==> src/rtl/control_axil_pkg.sv <==
// Shared types and constants for the control-plane AXI4-Lite initiator.
package control_axil_pkg;

    typedef enum logic [2:0] {
        IDLE,
        WR_REQ,
        WR_RESP,
        RD_REQ,
        RD_RESP,
        RSP
    } state_t;

    localparam logic [1:0] OKAY   = 2'b00;
    localparam logic [1:0] SLVERR = 2'b10;

    localparam int unsigned DEFAULT_TIMEOUT_CYCLES = 1024;

endpackage

==> src/rtl/axil_timeout_counter.sv <==
// Clearable, enabled transaction timer; tc flags C_TIMEOUT_CYCLES-1 and the count
// saturates there so a late handshake does not re-arm a fresh full window.
module axil_timeout_counter
    import control_axil_pkg::*;
#(
    parameter int unsigned C_TIMEOUT_CYCLES = DEFAULT_TIMEOUT_CYCLES
) (
    input  logic clk,
    input  logic rst_n,
    input  logic clr,
    input  logic en,
    output logic tc
);

    localparam int unsigned W = $clog2(C_TIMEOUT_CYCLES);
    localparam logic [W-1:0] LAST = W'(C_TIMEOUT_CYCLES - 1);

    logic [W-1:0] cnt_q, cnt_d;

    always_comb begin
        cnt_d = cnt_q;
        if (clr) begin
            cnt_d = '0;
        end else if (en && !tc) begin
            cnt_d = cnt_q + 1'b1;
        end
    end

    always_ff @(posedge clk or negedge rst_n) begin
        if (!rst_n) begin
            cnt_q <= '0;
        end else begin
            cnt_q <= cnt_d;
        end
    end

    assign tc = (cnt_q == LAST);

endmodule

==> src/rtl/control_axil_master.sv <==
// Single-outstanding AXI4-Lite initiator for sequencer register commands; all
// AXI and response outputs are registered. A timer abort exists for bring-up only.
module control_axil_master
    import control_axil_pkg::*;
#(
    parameter int unsigned                  C_S_AXI_DATA_WIDTH = 32,
    parameter int unsigned                  C_S_AXI_ADDR_WIDTH = 32,
    parameter logic [C_S_AXI_ADDR_WIDTH-1:0] C_BASE_ADDRESS     = '0,
    parameter int unsigned                  C_TIMEOUT_CYCLES   = DEFAULT_TIMEOUT_CYCLES
) (
    input  logic                            M_AXI_ACLK,
    input  logic                            M_AXI_ARESETN,
    input  logic                            cmd_valid,
    output logic                            cmd_ready,
    input  logic                            cmd_write,
    input  logic [C_S_AXI_ADDR_WIDTH-1:0]   cmd_addr,
    input  logic [C_S_AXI_DATA_WIDTH-1:0]   cmd_wdata,
    input  logic [C_S_AXI_DATA_WIDTH/8-1:0] cmd_wstrb,
    output logic                            rsp_valid,
    input  logic                            rsp_ready,
    output logic [C_S_AXI_DATA_WIDTH-1:0]   rsp_rdata,
    output logic [1:0]                      rsp_resp,
    output logic                            rsp_timeout,
    output logic [C_S_AXI_ADDR_WIDTH-1:0]   M_AXI_AWADDR,
    output logic                            M_AXI_AWVALID,
    input  logic                            M_AXI_AWREADY,
    output logic [C_S_AXI_DATA_WIDTH-1:0]   M_AXI_WDATA,
    output logic [C_S_AXI_DATA_WIDTH/8-1:0] M_AXI_WSTRB,
    output logic                            M_AXI_WVALID,
    input  logic                            M_AXI_WREADY,
    input  logic [1:0]                      M_AXI_BRESP,
    input  logic                            M_AXI_BVALID,
    output logic                            M_AXI_BREADY,
    output logic [C_S_AXI_ADDR_WIDTH-1:0]   M_AXI_ARADDR,
    output logic                            M_AXI_ARVALID,
    input  logic                            M_AXI_ARREADY,
    input  logic [C_S_AXI_DATA_WIDTH-1:0]   M_AXI_RDATA,
    input  logic [1:0]                      M_AXI_RRESP,
    input  logic                            M_AXI_RVALID,
    output logic                            M_AXI_RREADY
);

    localparam int unsigned AW = C_S_AXI_ADDR_WIDTH;
    localparam int unsigned DW = C_S_AXI_DATA_WIDTH;

    state_t          state_q, state_d;
    logic            cmd_ready_q, cmd_ready_d;
    logic            awvalid_q, awvalid_d, wvalid_q, wvalid_d, bready_q, bready_d;
    logic            arvalid_q, arvalid_d, rready_q, rready_d;
    logic            aw_done_q, aw_done_d, w_done_q, w_done_d;
    logic [AW-1:0]   awaddr_q, awaddr_d, araddr_q, araddr_d;
    logic [DW-1:0]   wdata_q, wdata_d;
    logic [DW/8-1:0] wstrb_q, wstrb_d;
    logic            rsp_valid_q, rsp_valid_d, rsp_timeout_q, rsp_timeout_d;
    logic [DW-1:0]   rsp_rdata_q, rsp_rdata_d;
    logic [1:0]      rsp_resp_q, rsp_resp_d;

    logic tmr_clr, tmr_en, tmr_tc, abort;
    logic aw_hs, w_hs;

    assign aw_hs  = awvalid_q && M_AXI_AWREADY;
    assign w_hs   = wvalid_q && M_AXI_WREADY;
    assign tmr_en = (state_q == WR_REQ) || (state_q == WR_RESP) ||
                    (state_q == RD_REQ) || (state_q == RD_RESP);

    axil_timeout_counter #(
        .C_TIMEOUT_CYCLES(C_TIMEOUT_CYCLES)
    ) u_timer (
        .clk  (M_AXI_ACLK),
        .rst_n(M_AXI_ARESETN),
        .clr  (tmr_clr),
        .en   (tmr_en),
        .tc   (tmr_tc)
    );

    always_comb begin
        state_d       = state_q;
        cmd_ready_d   = cmd_ready_q;
        awvalid_d     = awvalid_q;
        wvalid_d      = wvalid_q;
        bready_d      = bready_q;
        arvalid_d     = arvalid_q;
        rready_d      = rready_q;
        aw_done_d     = aw_done_q;
        w_done_d      = w_done_q;
        awaddr_d      = awaddr_q;
        araddr_d      = araddr_q;
        wdata_d       = wdata_q;
        wstrb_d       = wstrb_q;
        rsp_valid_d   = rsp_valid_q;
        rsp_timeout_d = rsp_timeout_q;
        rsp_rdata_d   = rsp_rdata_q;
        rsp_resp_d    = rsp_resp_q;
        tmr_clr       = 1'b0;
        abort         = 1'b0;

        case (state_q)
            IDLE: begin
                if (cmd_valid && cmd_ready_q) begin
                    cmd_ready_d = 1'b0;
                    tmr_clr     = 1'b1;
                    if (cmd_write) begin
                        awaddr_d  = C_BASE_ADDRESS | cmd_addr;
                        wdata_d   = cmd_wdata;
                        wstrb_d   = cmd_wstrb;
                        awvalid_d = 1'b1;
                        wvalid_d  = 1'b1;
                        aw_done_d = 1'b0;
                        w_done_d  = 1'b0;
                        state_d   = WR_REQ;
                    end else begin
                        araddr_d  = C_BASE_ADDRESS | cmd_addr;
                        arvalid_d = 1'b1;
                        state_d   = RD_REQ;
                    end
                end
            end
            WR_REQ: begin
                if (aw_hs) begin
                    awvalid_d = 1'b0;
                    aw_done_d = 1'b1;
                end
                if (w_hs) begin
                    wvalid_d = 1'b0;
                    w_done_d = 1'b1;
                end
                if ((aw_done_q || aw_hs) && (w_done_q || w_hs)) begin
                    bready_d = 1'b1;
                    state_d  = WR_RESP;
                end else if (tmr_tc) begin
                    abort = 1'b1;
                end
            end
            WR_RESP: begin
                if (M_AXI_BVALID) begin
                    bready_d      = 1'b0;
                    rsp_valid_d   = 1'b1;
                    rsp_resp_d    = M_AXI_BRESP;
                    rsp_rdata_d   = '0;
                    rsp_timeout_d = 1'b0;
                    state_d       = RSP;
                end else if (tmr_tc) begin
                    abort = 1'b1;
                end
            end
            RD_REQ: begin
                if (M_AXI_ARREADY) begin
                    arvalid_d = 1'b0;
                    rready_d  = 1'b1;
                    state_d   = RD_RESP;
                end else if (tmr_tc) begin
                    abort = 1'b1;
                end
            end
            RD_RESP: begin
                if (M_AXI_RVALID) begin
                    rready_d      = 1'b0;
                    rsp_valid_d   = 1'b1;
                    rsp_resp_d    = M_AXI_RRESP;
                    rsp_rdata_d   = M_AXI_RDATA;
                    rsp_timeout_d = 1'b0;
                    state_d       = RSP;
                end else if (tmr_tc) begin
                    abort = 1'b1;
                end
            end
            RSP: begin
                if (rsp_ready) begin
                    rsp_valid_d = 1'b0;
                    cmd_ready_d = 1'b1;
                    state_d     = IDLE;
                end
            end
            default: state_d = IDLE;
        endcase

        // Forced abort deliberately drops valids mid-handshake.
        if (abort) begin
            awvalid_d     = 1'b0;
            wvalid_d      = 1'b0;
            bready_d      = 1'b0;
            arvalid_d     = 1'b0;
            rready_d      = 1'b0;
            rsp_valid_d   = 1'b1;
            rsp_timeout_d = 1'b1;
            rsp_resp_d    = SLVERR;
            rsp_rdata_d   = '0;
            state_d       = RSP;
        end
    end

    always_ff @(posedge M_AXI_ACLK or negedge M_AXI_ARESETN) begin
        if (!M_AXI_ARESETN) begin
            state_q       <= IDLE;
            cmd_ready_q   <= 1'b1;
            awvalid_q     <= 1'b0;
            wvalid_q      <= 1'b0;
            bready_q      <= 1'b0;
            arvalid_q     <= 1'b0;
            rready_q      <= 1'b0;
            aw_done_q     <= 1'b0;
            w_done_q      <= 1'b0;
            awaddr_q      <= '0;
            araddr_q      <= '0;
            wdata_q       <= '0;
            wstrb_q       <= '0;
            rsp_valid_q   <= 1'b0;
            rsp_timeout_q <= 1'b0;
            rsp_rdata_q   <= '0;
            rsp_resp_q    <= OKAY;
        end else begin
            state_q       <= state_d;
            cmd_ready_q   <= cmd_ready_d;
            awvalid_q     <= awvalid_d;
            wvalid_q      <= wvalid_d;
            bready_q      <= bready_d;
            arvalid_q     <= arvalid_d;
            rready_q      <= rready_d;
            aw_done_q     <= aw_done_d;
            w_done_q      <= w_done_d;
            awaddr_q      <= awaddr_d;
            araddr_q      <= araddr_d;
            wdata_q       <= wdata_d;
            wstrb_q       <= wstrb_d;
            rsp_valid_q   <= rsp_valid_d;
            rsp_timeout_q <= rsp_timeout_d;
            rsp_rdata_q   <= rsp_rdata_d;
            rsp_resp_q    <= rsp_resp_d;
        end
    end

    assign cmd_ready     = cmd_ready_q;
    assign rsp_valid     = rsp_valid_q;
    assign rsp_rdata     = rsp_rdata_q;
    assign rsp_resp      = rsp_resp_q;
    assign rsp_timeout   = rsp_timeout_q;
    assign M_AXI_AWADDR  = awaddr_q;
    assign M_AXI_AWVALID = awvalid_q;
    assign M_AXI_WDATA   = wdata_q;
    assign M_AXI_WSTRB   = wstrb_q;
    assign M_AXI_WVALID  = wvalid_q;
    assign M_AXI_BREADY  = bready_q;
    assign M_AXI_ARADDR  = araddr_q;
    assign M_AXI_ARVALID = arvalid_q;
    assign M_AXI_RREADY  = rready_q;

endmodule
==> config.mk <==
export PLATFORM = sky130hd
export DESIGN_NAME = control_axil_master
export DESIGN_NICKNAME = d
export VERILOG_FILES = /design/src/rtl/control_axil_pkg.sv /design/src/rtl/axil_timeout_counter.sv /design/src/rtl/control_axil_master.sv
export SDC_FILE = /design/constraint.sdc
export NUM_CORES = 1
export LEC_CHECK = 0
export BUFFER_PORTS_ARGS = -buffer_cell sky130_fd_sc_hd__buf_2
export CAP_MARGIN = 20
export CORE_MARGIN = 2
export CORE_UTILIZATION = 45
export CTS_CLUSTER_DIAMETER = 80
export DETAILED_ROUTE_END_ITERATION = 10
export GPL_ROUTABILITY_DRIVEN = 0
export GPL_TIMING_DRIVEN = 0
export MAX_ROUTING_LAYER = met4
export PLACE_DENSITY = 0.76
export SLEW_MARGIN = 20
export SYNTH_ARGS = -nofsm -noshare
export SYNTH_HDL_FRONTEND = slang
export SYNTH_SLANG_ARGS = --single-unit
export TNS_END_PERCENT = 100
==> constraint.sdc <==
create_clock -name M_AXI_ACLK -period 2.5 [get_ports M_AXI_ACLK]
set_input_delay 0.5 -clock M_AXI_ACLK [delete_from_list [all_inputs] [get_ports M_AXI_ACLK]]
set_output_delay 0.5 -clock M_AXI_ACLK [all_outputs]
set_load 0.02 [all_outputs]
==> summary.txt <==
status: complete, no violations
largest net degree at the start of global routing: 91
Setup TNS Final: 0 ns
setup ws final: 0.323 ns
HP Class: in -> async
Seq/Total Area, Yosys: 0.590
Clock Root Buffer: clkbuf_16
# fillers: 1158
Synth Net Count: 591
switching part of the total: 0.278
io pins: 256
first-pass iteration count of the detailed router: 5
sequential power share: 0.446
CP bufs+invs: 2
IO buf count: 255
Reg clk slew, reported paths: 0.06 ns
Max Cap Violations: 0
layout cells sized above 1: 0.541
syn_area_per_cell: 14.0 µm²
Hold Buf Count CTS: 0
Tot GR Track Use: 0.220
Logic pwr share: 0.172
Post-synth EDFFs: 0
WL final: 16.4 mm
yosys warns: 0
Arr. time, crit path: 2.47 ns
Worst-Margin Slew: 0.609 ns
reg2reg start: state_q[2]
Post-Synthesis Cells: 476
skew final: 0.00890 ns
post-synthesis cell type count: 54
initial antenna violation count: 1
fmax: 459 MHz
number of global-route vias before repair: 5282
Lkg Pwr: 5.05 nW
Power Internal: 0.00479 W
P per Cell Area: 754 mW/mm²
most common cell in the netlist: dfrtp_1
layout overhead on the synthesized area: 31.9%
Yosys reg bits: 157
Routed Antenna Nets: 0
post-CTS setup buffer count: 0
maximum clock path buffer count: 2
Netlist Area Pre-Place: 0.00666 mm²
Commonest cells post-synth: 156 x dfrtp_1, 68 x mux2_4, 41 x nor2_1
dominant synthesized flop cell: dfrtp_1
Placement Setup Slack: 0.272 ns
Post-route DRC: 0
fin. max-slew vios: 0
Top delay family on crit path: simple AND/OR/NAND/NOR gates
core area: 0.0145 mm²
post-synth top area cell: dfrtp_1
CTS tree: built
DP HPWL: 12.0 mm
Final Cycle Share: 0.871
first-pass GRT wire length: 26.9 mm
Skew-Pair Late Insertion Delay: 0.41 ns
grt ovf: 0
crit path time final: 2.18 ns
nets@finish: 866
initial core utilization: 0.460
Vias: 4960
Max VDD drop: 0.000418 V
Crit-path slowest cell: nor4b_4
vias per inst: 5.23
Crit. Startpoint: state_q[2]
clock buffer count from CTS: 17
FFs w/ async S/R, synth: 1.00
crit-path max cell delay: 0.52 ns
cells along the critical path: buf_2 -> nor2_1 -> nor4b_4 -> buf_4 -> mux2_2
Required @ worst endpoint: 2.79 ns
CTS resizes: 0
CP Launch Type: register
Clock Sinks: 157
Clk network pwr share: 0.382
H-tree lvl count: 4
Worst setup EP type: register
DR iter-0 viols: 281
Critical Path Fanout Max: 10
std cell rows: 44
Die Ht: 126 µm
Hold Vio Cnt, Final: 0
DR WL/cell: 17.3 µm
Die W: 126 µm
Slew HR: 0.591
Sw Pwr: 0.00184 W
Crit Path Category: reg -> reg
Synth top area share: 0.586
endpoints failing setup: 0
unrepaired setup endpoints after global routing: false
Area contributors post-synth: dfrtp_1 59%, mux2_4 15%, mux2_2 5.2%
die area: 0.0158 mm²
placed cells by master (no fill, tap or decap), types with 4 or more instances in the layout:
master and n:
a21oi_1 15, a22oi_1 33, and3_1 4, buf_2 265
buf_4 4, buf_6 8, clkbuf_1 8, clkbuf_16 17
clkinvlp_4 4, dfrtp_1 156, mux2_2 31, mux2_4 68
mux2i_1 4, nand2_1 22, nand3_1 6, nor2_1 41
nor3_1 6, o21ai_0 7
path summary, 6_finish.rpt:
kind / end / slack (ns) / depth (start not counted)
max: M_AXI_ARADDR[29] / 0.32 / 5
min: M_AXI_WDATA[16] / 0.02 / 1
max reg2reg: M_AXI_ARADDR[29] / 0.32 / 5
min reg2reg: rsp_timeout / 0.48 / 2
max in group asynchronous: cmd_ready / 1.65 / 2
min in group M_AXI_ACLK: M_AXI_WVALID / 0.31 / 2
logic make-up (layout without fill, tap and decap cells):
kind of cell,Yosys count,count (layout),synth area share
buf+inv,30,318,0.0302
compound gates,78,78,0.0823
simple gates,106,106,0.0823
fa+ha+maj,1,1,0.00188
flops,157,157,0.590
mux,104,104,0.213
other cells,0,1,0
cell type report:
type / count / area, µm² / share of cell area
buffer: 29 / 198 / 0.0225
antenna: 1 / 2.50 / 0.000285
clock buffer: 23 / 468 / 0.0532
clock inverter: 9 / 113 / 0.0128
tap: 184 / 230 / 0.0262
sequential: 157 / 3930 / 0.447
timing repair buffer: 256 / 1310 / 0.149
multi-input combinational: 289 / 2530 / 0.288
inverter: 1 / 3.75 / 0.000427
metrics by stage:
step	cells	total power [W]	instance area, µm²	util	hold slack [ns]
finish	949	0.00663	8790	0.607	0.0228
global route	949	0.00694	8790	0.607	0.0451
CTS	948	0.00669	8790	0.607	0.0345
detailed placement	916	0.00413	8210	0.567	0.466
global placement	915	0.00407	8170	0.564	0.465
floorplan	476	0.00367	6660	-	0.204
registers in the layout (all words and copies together) (netlist names), 2 cells and up:
name and count:
rsp_rdata 32, state_q 3, M_AXI_WDATA 32, rsp_resp 2, M_AXI_AWADDR 32, M_AXI_ARADDR 32
u_timer.cnt_q 10, M_AXI_WSTRB 4
metal layers:
layer	part of all wire	global-route usage	wire length [µm]	vias up
met5	0	-	0	-
met2	0.50	0.350	8170	200
met3	0.064	0.0467	1050	25
li1	-	-	-	2282
met4	0.021	0.0830	342	0
met1	0.42	0.280	6840	2453
power by group through the flow:
| stage | combinational [W] | clock [W] | sequential, W |
|---|---|---|---|
| after global routing | 0.00125 | 0.00271 | 0.00298 |
| final | 0.00114 | 0.00253 | 0.00295 |
| after floorplan | 0.000534 | 0 | 0.00313 |
| after CTS | 0.00115 | 0.00259 | 0.00295 |
| after global placement | 0.00109 | 0 | 0.00297 |
| after detailed placement | 0.00115 | 0 | 0.00299 |
Note: power is estimated with default switching activity, not from simulation.
